`config.mk`:
```
export PLATFORM = sky130hd
export DESIGN_NAME = ps2_rx_ctrl
export DESIGN_NICKNAME = d
export VERILOG_FILES = /design/src/rtl/ps2_rx_ctrl.sv
export SDC_FILE = /design/constraint.sdc
export NUM_CORES = 1
export LEC_CHECK = 0
export CAP_MARGIN = 10
export CELL_PAD_IN_SITES_DETAIL_PLACEMENT = 0
export CELL_PAD_IN_SITES_GLOBAL_PLACEMENT = 1
export CORE_MARGIN = 3
export CORE_UTILIZATION = 38
export DETAILED_ROUTE_END_ITERATION = 8
export PLACE_DENSITY = 0.77
export SYNTH_ARGS = -nofsm -noshare
export SYNTH_HDL_FRONTEND = slang
export SYNTH_SLANG_ARGS = --single-unit
```
`constraint.sdc`:
```
create_clock -name clk -period 1.5 [get_ports clk]
set_input_delay 0.15 -clock clk [delete_from_list [all_inputs] [get_ports clk]]
set_output_delay 0.15 -clock clk [all_outputs]
set_load 0.02 [all_outputs]
```
`src/rtl/ps2_rx_ctrl.sv`:
```
// ---------------------------------------------------------------------------
// ps2_rx_ctrl
//
// Receive sequencer for the PS/2 keyboard path. Consumes the debounced PS/2
// clock and data lines and walks the 11-bit device-to-host frame:
//   start(0), d0..d7 (LSB first), odd parity, stop(1).
// The received scan-code byte is offered to the downstream decoder on a
// valid/ready handshake. Protocol problems are reported as single-cycle
// registered pulses.
//
// Optional build macro:
//   PS2_RX_PARITY_CHECK_EN  - when defined, the parity bit is checked (odd
//                             parity) and a mismatch drops the byte with an
//                             err_parity pulse. When undefined, the parity bit
//                             is still clocked in but ignored, and err_parity
//                             is constant 0.
//
// Parameters:
//   TIMEOUT_CYCLES - clk cycles allowed between PS/2 clock falls inside a
//                    frame before the frame is abandoned (>= 2)
//   CNT_W          - timeout counter width, 2**CNT_W > TIMEOUT_CYCLES
//
// Ports:
//   clk          system clock
//   rst          synchronous reset, active high
//   ps2_clk      debounced PS/2 clock, synchronous to clk
//   ps2_data     debounced PS/2 data, synchronous to clk
//   rx_data      received byte, valid while rx_valid = 1
//   rx_valid     byte available, held until accepted
//   rx_ready     consumer accepts rx_data when rx_valid & rx_ready
//   busy         1 while a frame is in progress (state != IDLE)
//   err_parity   pulse: parity mismatch, byte dropped
//   err_frame    pulse: stop bit sampled 0, byte dropped
//   err_timeout  pulse: frame abandoned, PS/2 clock stalled
//   err_overrun  pulse: good byte dropped, holding register still full
// ---------------------------------------------------------------------------
module ps2_rx_ctrl #(
   parameter int unsigned TIMEOUT_CYCLES = 50000,
   parameter int unsigned CNT_W          = 16
) (
   input  logic       clk,
   input  logic       rst,
   input  logic       ps2_clk,
   input  logic       ps2_data,
   output logic [7:0] rx_data,
   output logic       rx_valid,
   input  logic       rx_ready,
   output logic       busy,
   output logic       err_parity,
   output logic       err_frame,
   output logic       err_timeout,
   output logic       err_overrun
);

   typedef enum logic [1:0] {
      S_IDLE   = 2'd0,
      S_DATA   = 2'd1,
      S_PARITY = 2'd2,
      S_STOP   = 2'd3
   } state_t;

`ifdef PS2_RX_PARITY_CHECK_EN
   localparam logic PAR_CHK = 1'b1;
`else
   localparam logic PAR_CHK = 1'b0;
`endif

   // Last counter value tolerated without a falling edge.
   localparam logic [CNT_W-1:0] TMO_LAST = CNT_W'(TIMEOUT_CYCLES - 1);

   // ------------------------------------------------------------------
   // State
   // ------------------------------------------------------------------
   state_t           state_q;
   logic             clk_prev_q;
   logic [3:0]       bit_cnt_q;
   logic [7:0]       shift_q;
   logic             par_q;
   logic [CNT_W-1:0] tmo_cnt_q;

   logic [7:0]       rx_data_q;
   logic             rx_valid_q;
   logic             busy_q;
   logic             err_parity_q;
   logic             err_frame_q;
   logic             err_timeout_q;
   logic             err_overrun_q;

   // ------------------------------------------------------------------
   // Combinational decode
   // ------------------------------------------------------------------
   logic       fall;
   logic       tmo_hit;
   logic       stop_fall;
   logic       parity_bad;
   logic       frame_bad_d;
   logic       parity_err_d;
   logic       byte_ok;
   logic       deliver;
   logic       overrun_d;
   logic [7:0] rx_data_d;
   logic       rx_valid_d;

   always_comb begin
      fall      = clk_prev_q & ~ps2_clk;

      // The stall counter only matters inside a frame; a fall in the same
      // cycle always wins over an expiring counter.
      tmo_hit   = (state_q != S_IDLE) & ~fall & (tmo_cnt_q == TMO_LAST);

      stop_fall = fall & (state_q == S_STOP);

      // Odd parity over the eight data bits plus the parity bit. With the
      // check compiled out this collapses to constant 0.
      parity_bad = PAR_CHK & ~(^{shift_q, par_q});

      // A bad stop bit masks a parity error: only err_frame is reported.
      frame_bad_d  = stop_fall & ~ps2_data;
      parity_err_d = stop_fall &  ps2_data & parity_bad;
      byte_ok      = stop_fall &  ps2_data & ~parity_bad;

      // A consumer taking the old byte in the same cycle frees the holding
      // register, so the new byte can be loaded without loss.
      deliver   = byte_ok & (~rx_valid_q | rx_ready);
      overrun_d = byte_ok &  rx_valid_q & ~rx_ready;

      rx_data_d  = deliver ? shift_q : rx_data_q;
      rx_valid_d = deliver | (rx_valid_q & ~rx_ready);
   end

   // ------------------------------------------------------------------
   // Frame FSM, timeout counter and registered outputs
   // ------------------------------------------------------------------
   always_ff @(posedge clk) begin
      if (rst) begin
         state_q       <= S_IDLE;
         clk_prev_q    <= 1'b1;
         bit_cnt_q     <= 4'd0;
         shift_q       <= 8'h00;
         par_q         <= 1'b0;
         tmo_cnt_q     <= '0;
         rx_data_q     <= 8'h00;
         rx_valid_q    <= 1'b0;
         busy_q        <= 1'b0;
         err_parity_q  <= 1'b0;
         err_frame_q   <= 1'b0;
         err_timeout_q <= 1'b0;
         err_overrun_q <= 1'b0;
      end else begin
         clk_prev_q    <= ps2_clk;

         rx_data_q     <= rx_data_d;
         rx_valid_q    <= rx_valid_d;

         err_parity_q  <= parity_err_d;
         err_frame_q   <= frame_bad_d;
         err_timeout_q <= tmo_hit;
         err_overrun_q <= overrun_d;

         // Stall counter: held at 0 when idle, restarted by every fall.
         if ((state_q == S_IDLE) || fall || tmo_hit) begin
            tmo_cnt_q <= '0;
         end else begin
            tmo_cnt_q <= tmo_cnt_q + CNT_W'(1);
         end

         if (tmo_hit) begin
            // Abandon the partial frame; the shift register content is
            // simply overwritten by the next frame.
            state_q <= S_IDLE;
            busy_q  <= 1'b0;
         end else if (fall) begin
            case (state_q)
               S_IDLE: begin
                  // A fall with data high is a line glitch, not a start bit.
                  if (!ps2_data) begin
                     state_q   <= S_DATA;
                     busy_q    <= 1'b1;
                     bit_cnt_q <= 4'd0;
                  end
               end

               S_DATA: begin
                  shift_q   <= {ps2_data, shift_q[7:1]};
                  bit_cnt_q <= bit_cnt_q + 4'd1;
                  if (bit_cnt_q == 4'd7) begin
                     state_q <= S_PARITY;
                  end
               end

               S_PARITY: begin
                  par_q   <= ps2_data;
                  state_q <= S_STOP;
               end

               S_STOP: begin
                  // Byte disposition is handled by the decode above.
                  state_q <= S_IDLE;
                  busy_q  <= 1'b0;
               end

               default: begin
                  state_q <= S_IDLE;
                  busy_q  <= 1'b0;
               end
            endcase
         end
      end
   end

   // ------------------------------------------------------------------
   // Outputs
   // ------------------------------------------------------------------
   assign rx_data     = rx_data_q;
   assign rx_valid    = rx_valid_q;
   assign busy        = busy_q;
   assign err_parity  = err_parity_q;
   assign err_frame   = err_frame_q;
   assign err_timeout = err_timeout_q;
   assign err_overrun = err_overrun_q;

endmodule

```
==> results.md <==
* Outcome: finished clean
* Clk root buf: sky130_fd_sc_hd__clkbuf_8
* Worst EP arrival at approximately 1.7 ns
* Kind of path behind the tightest hold check: flip-flop to flip-flop
* Clock buffers created by TritonCTS at 5
* Final total power at 2.28 mW
* Clock transition at path regs at 0.09 ns
* Clock period minus worst slack at 1.45 ns
* List of cells traversed by the critical path: nand4_1 -> or2_1 -> or4_1 -> a21oi_2
* Data required time of the worst path at approximately 1.7 ns
* Type of the worst setup path: flip-flop to flip-flop
* Setup TNS Final at 0 ns
* Setup repair after global routing missed its margin: true
* Maximum number of pins on one net before global-route repair at 18
* Most frequently used cell type in the post-synthesis netlist: sky130_fd_sc_hd__dfxtp_1
* Fin crit share at between 90% and 100%
* Mapped cell area at between 0.0015 and 0.002 sq mm
* Number of H-tree levels at 2
* Ys async rst share at 0%
* Starting density of the core at approximately 41%
* Deepest clock path buffer count at 2
* Global placer's final weighted congestion at 0.793
* Area added between synthesis and finish at 37.0%
* Core area at 0.00453 sq mm
* Number of iterations in the first detailed-routing pass at 4
* R2R setup slack at 0.05 ns
* Worst reg2reg path depth at 4
* Filler instances at 418
* Max frequency at 0.688 GHz
* Count of boundary I/O pins at 19
* Violation count after the first detailed-route iteration at 108
* Leak pwr at 0.880 nW
* Detail Placement HPWL at 2760 um
* Chip Width at 75.9 um
* NumNets Final at 271
* Initial antenna violation count at 0
* Number of enable-type register cells in the synthesized netlist at 0
* Total nets after synthesis at ~220
* Fraction of layout instances using a drive strength above 1 at 26.1%
* Reported max-cap violation count at 0
* Number of placed cells counting well taps at 316
* Final setup violation count at 0
* Final design area excluding fillers at 0.00254 sq mm
* Final cell count without fillers at about 330
* Startpoint of the worst-slack reg-to-reg timing path: tmo_cnt_q[4]
* Average size of a mapped cell at just under 9 sq um
* Final Max Tran Viols at 0
* Drt via density at just under 5
* Critical Path Fanout Max at 5
* Area share of the largest cell type after synthesis at 47.5%
* Post-detailed-route wirelength per cell at 11.8 um
* Number of placement rows at 24
* CTS tree: done
* Register area share after synthesis at 47.5%
* Die area at 0.00576 sq mm
* Final Hold Fails at 0
* Skew-Pair Late Insertion Delay at approximately 0.3 ns
* Number of synthesized register bits at 44
* Reg2Reg Capture Point: tmo_cnt_q[15]
* CP startpoint: tmo_cnt_q[4]
* Detailed-route wire length at approximately 3800 um
* Die Ht at 75.9 um
* Worst VDD drop at 0.000481 V
* Antenna fix cells at 0
* Number of unique standard cell types used by synthesis at 37
* Startpoint type of the worst setup path: flip-flop
* Endpoint class of the critical path: flip-flop
* Yosys warning total at 0
* List of most frequent post-synthesis cells: sky130_fd_sc_hd__dfxtp_1, sky130_fd_sc_hd__nor2_1, sky130_fd_sc_hd__nand2_1
* Post-synthesis cell count at 208
* Top cells by area in the synthesized netlist: sky130_fd_sc_hd__dfxtp_1, sky130_fd_sc_hd__nor2_1, sky130_fd_sc_hd__xnor2_1, sky130_fd_sc_hd__mux2i_1, sky130_fd_sc_hd__ha_1
* Number of global-route vias before repair at 1,373
* Area of the multi-input gates at 967 sq um
* Post-synth top area cell: sky130_fd_sc_hd__dfxtp_1
* Buffers added on ports at 17
* Source of the worst hold timing path: shift_q[0]
* Critical-path top delay cell: sky130_fd_sc_hd__or4_1
* Main flop type after synthesis: sky130_fd_sc_hd__dfxtp_1
* Post-CTS Hold Fix Bufs at 0
* Worst Setup EP: tmo_cnt_q[15]
* Peak per-stage delay on the critical path at around 0.50 ns
* Total routing resource utilization after global routing at between 10% and 20%
* Number of nets still failing antenna checks after routing at 0
* Worst Clk Skew at ~0.0072 ns
* FF+latch area at about 900 sq um
* Via count at 1,591
* DRC violations left at 0
* Number of clock sinks seen by CTS at 44
* Global-route wire length before repair at 6020 um
* GRT overflow at 0
* P per Cell Area at 897 mW/mm^2
* Instance area at placement at 0.00233 sq mm
[logic make-up (layout without fill, tap and decap cells)]
| family | after synthesis | after routing | synth area share [%] |
|---|---|---|---|
| muxes | 9 | 9 | 4.86 |
| and+or+nand+nor | 95 | 95 | 26.0 |
| AOI/OAI and AO/OA | 23 | 23 | 7.49 |
| adders and majority gates | 6 | 6 | 4.05 |
| other | 1 | 1 | 0.202 |
| DFF | 44 | 44 | 47.5 |
| buffers and inverters | 17 | 70 | 3.84 |
| xor gates and xnor gates | 13 | 13 | 6.14 |
[flip-flops by register name, indices dropped and copies added (netlist names), 2 cells and up]
register and count:
shift_q 8, state_q 2, rx_data 8, tmo_cnt_q 16
bit_cnt_q 4
[critical path, delay by kind of cell (launching register included)]
kind	cells	cell delay [ns]
AOI/OAI and AO/OA	1	0.13
DFF	1	0.40
and+or+nand+nor	3	0.86
[area by class of cell]
class	count	share of cell area [%]
Clock inverter	3	1.67
Sequential cell	44	35.3
Timing Repair Buffer	55	18.1
Tap cell	65	3.20
Clock buffer	5	2.71
Inverter	7	1.03
Multi-Input combinational cell	147	38.1
[layer usage]
metal | vias to the layer above | track usage, % | part of all wire [%]
li1 | 816 | - | -
met1 | 738 | 18.2 | 48
met2 | 27 | 20.4 | 46
met3 | 10 | 5.15 | 3.4
met4 | 0 | 6.60 | 2.3
met5 | - | 0 | 0
[metrics by stage]
step / hold WS [ns] / utilization (%) / setup slack (ns)
2_1_floorplan: 0.227 / - / -0.0425
3_3_place_gp: 0.444 / 51.5 / -0.0696
3_5_place_dp: 0.444 / 51.5 / -0.0992
4_1_cts: 0.457 / 54.0 / 0.0127
5_1_grt: 0.479 / 56.0 / -0.0161
6_report: 0.455 / 56.0 / 0.0455
[what timing repair did]
action                                  CTS  global route
pin swaps                                 0             5
endpoints found under the setup margin   15            28
gates resized for setup                   2            21
buffers inserted                          0             2
[worst min path at each step]
stage	to	slack, ns	cells after the start
floorplan	err_frame	0.23	1
global placement	shift_q[0]	0.44	2
detailed placement	shift_q[0]	0.44	2
CTS	shift_q[0]	0.46	2
global route	shift_q[0]	0.48	2
finish	shift_q[0]	0.45	2
[report_power, final]
part / internal [mW] / switching, mW
registers: 1.18 / 0.0103
clock network: 0.493 / 0.413
logic: 0.0865 / 0.0982
total: 1.76 / 0.522
[layout by cell type, fill, tap and decap left out, drive strengths merged, types with 6 or more instances in the layout]
cell type      synthesis  routed
nor2                  29      29
nor3                   7       7
inv                    7       7
nand2                 18      18
mux2i                  9       9
nand3                 15      15
clkdlybuf4s50          0      17
a21oi                 14      14
dfxtp                 44      44
ha                     6       6
buf                    4      38
xnor2                 11      11
Note: power is estimated with default switching activity, not from simulation.
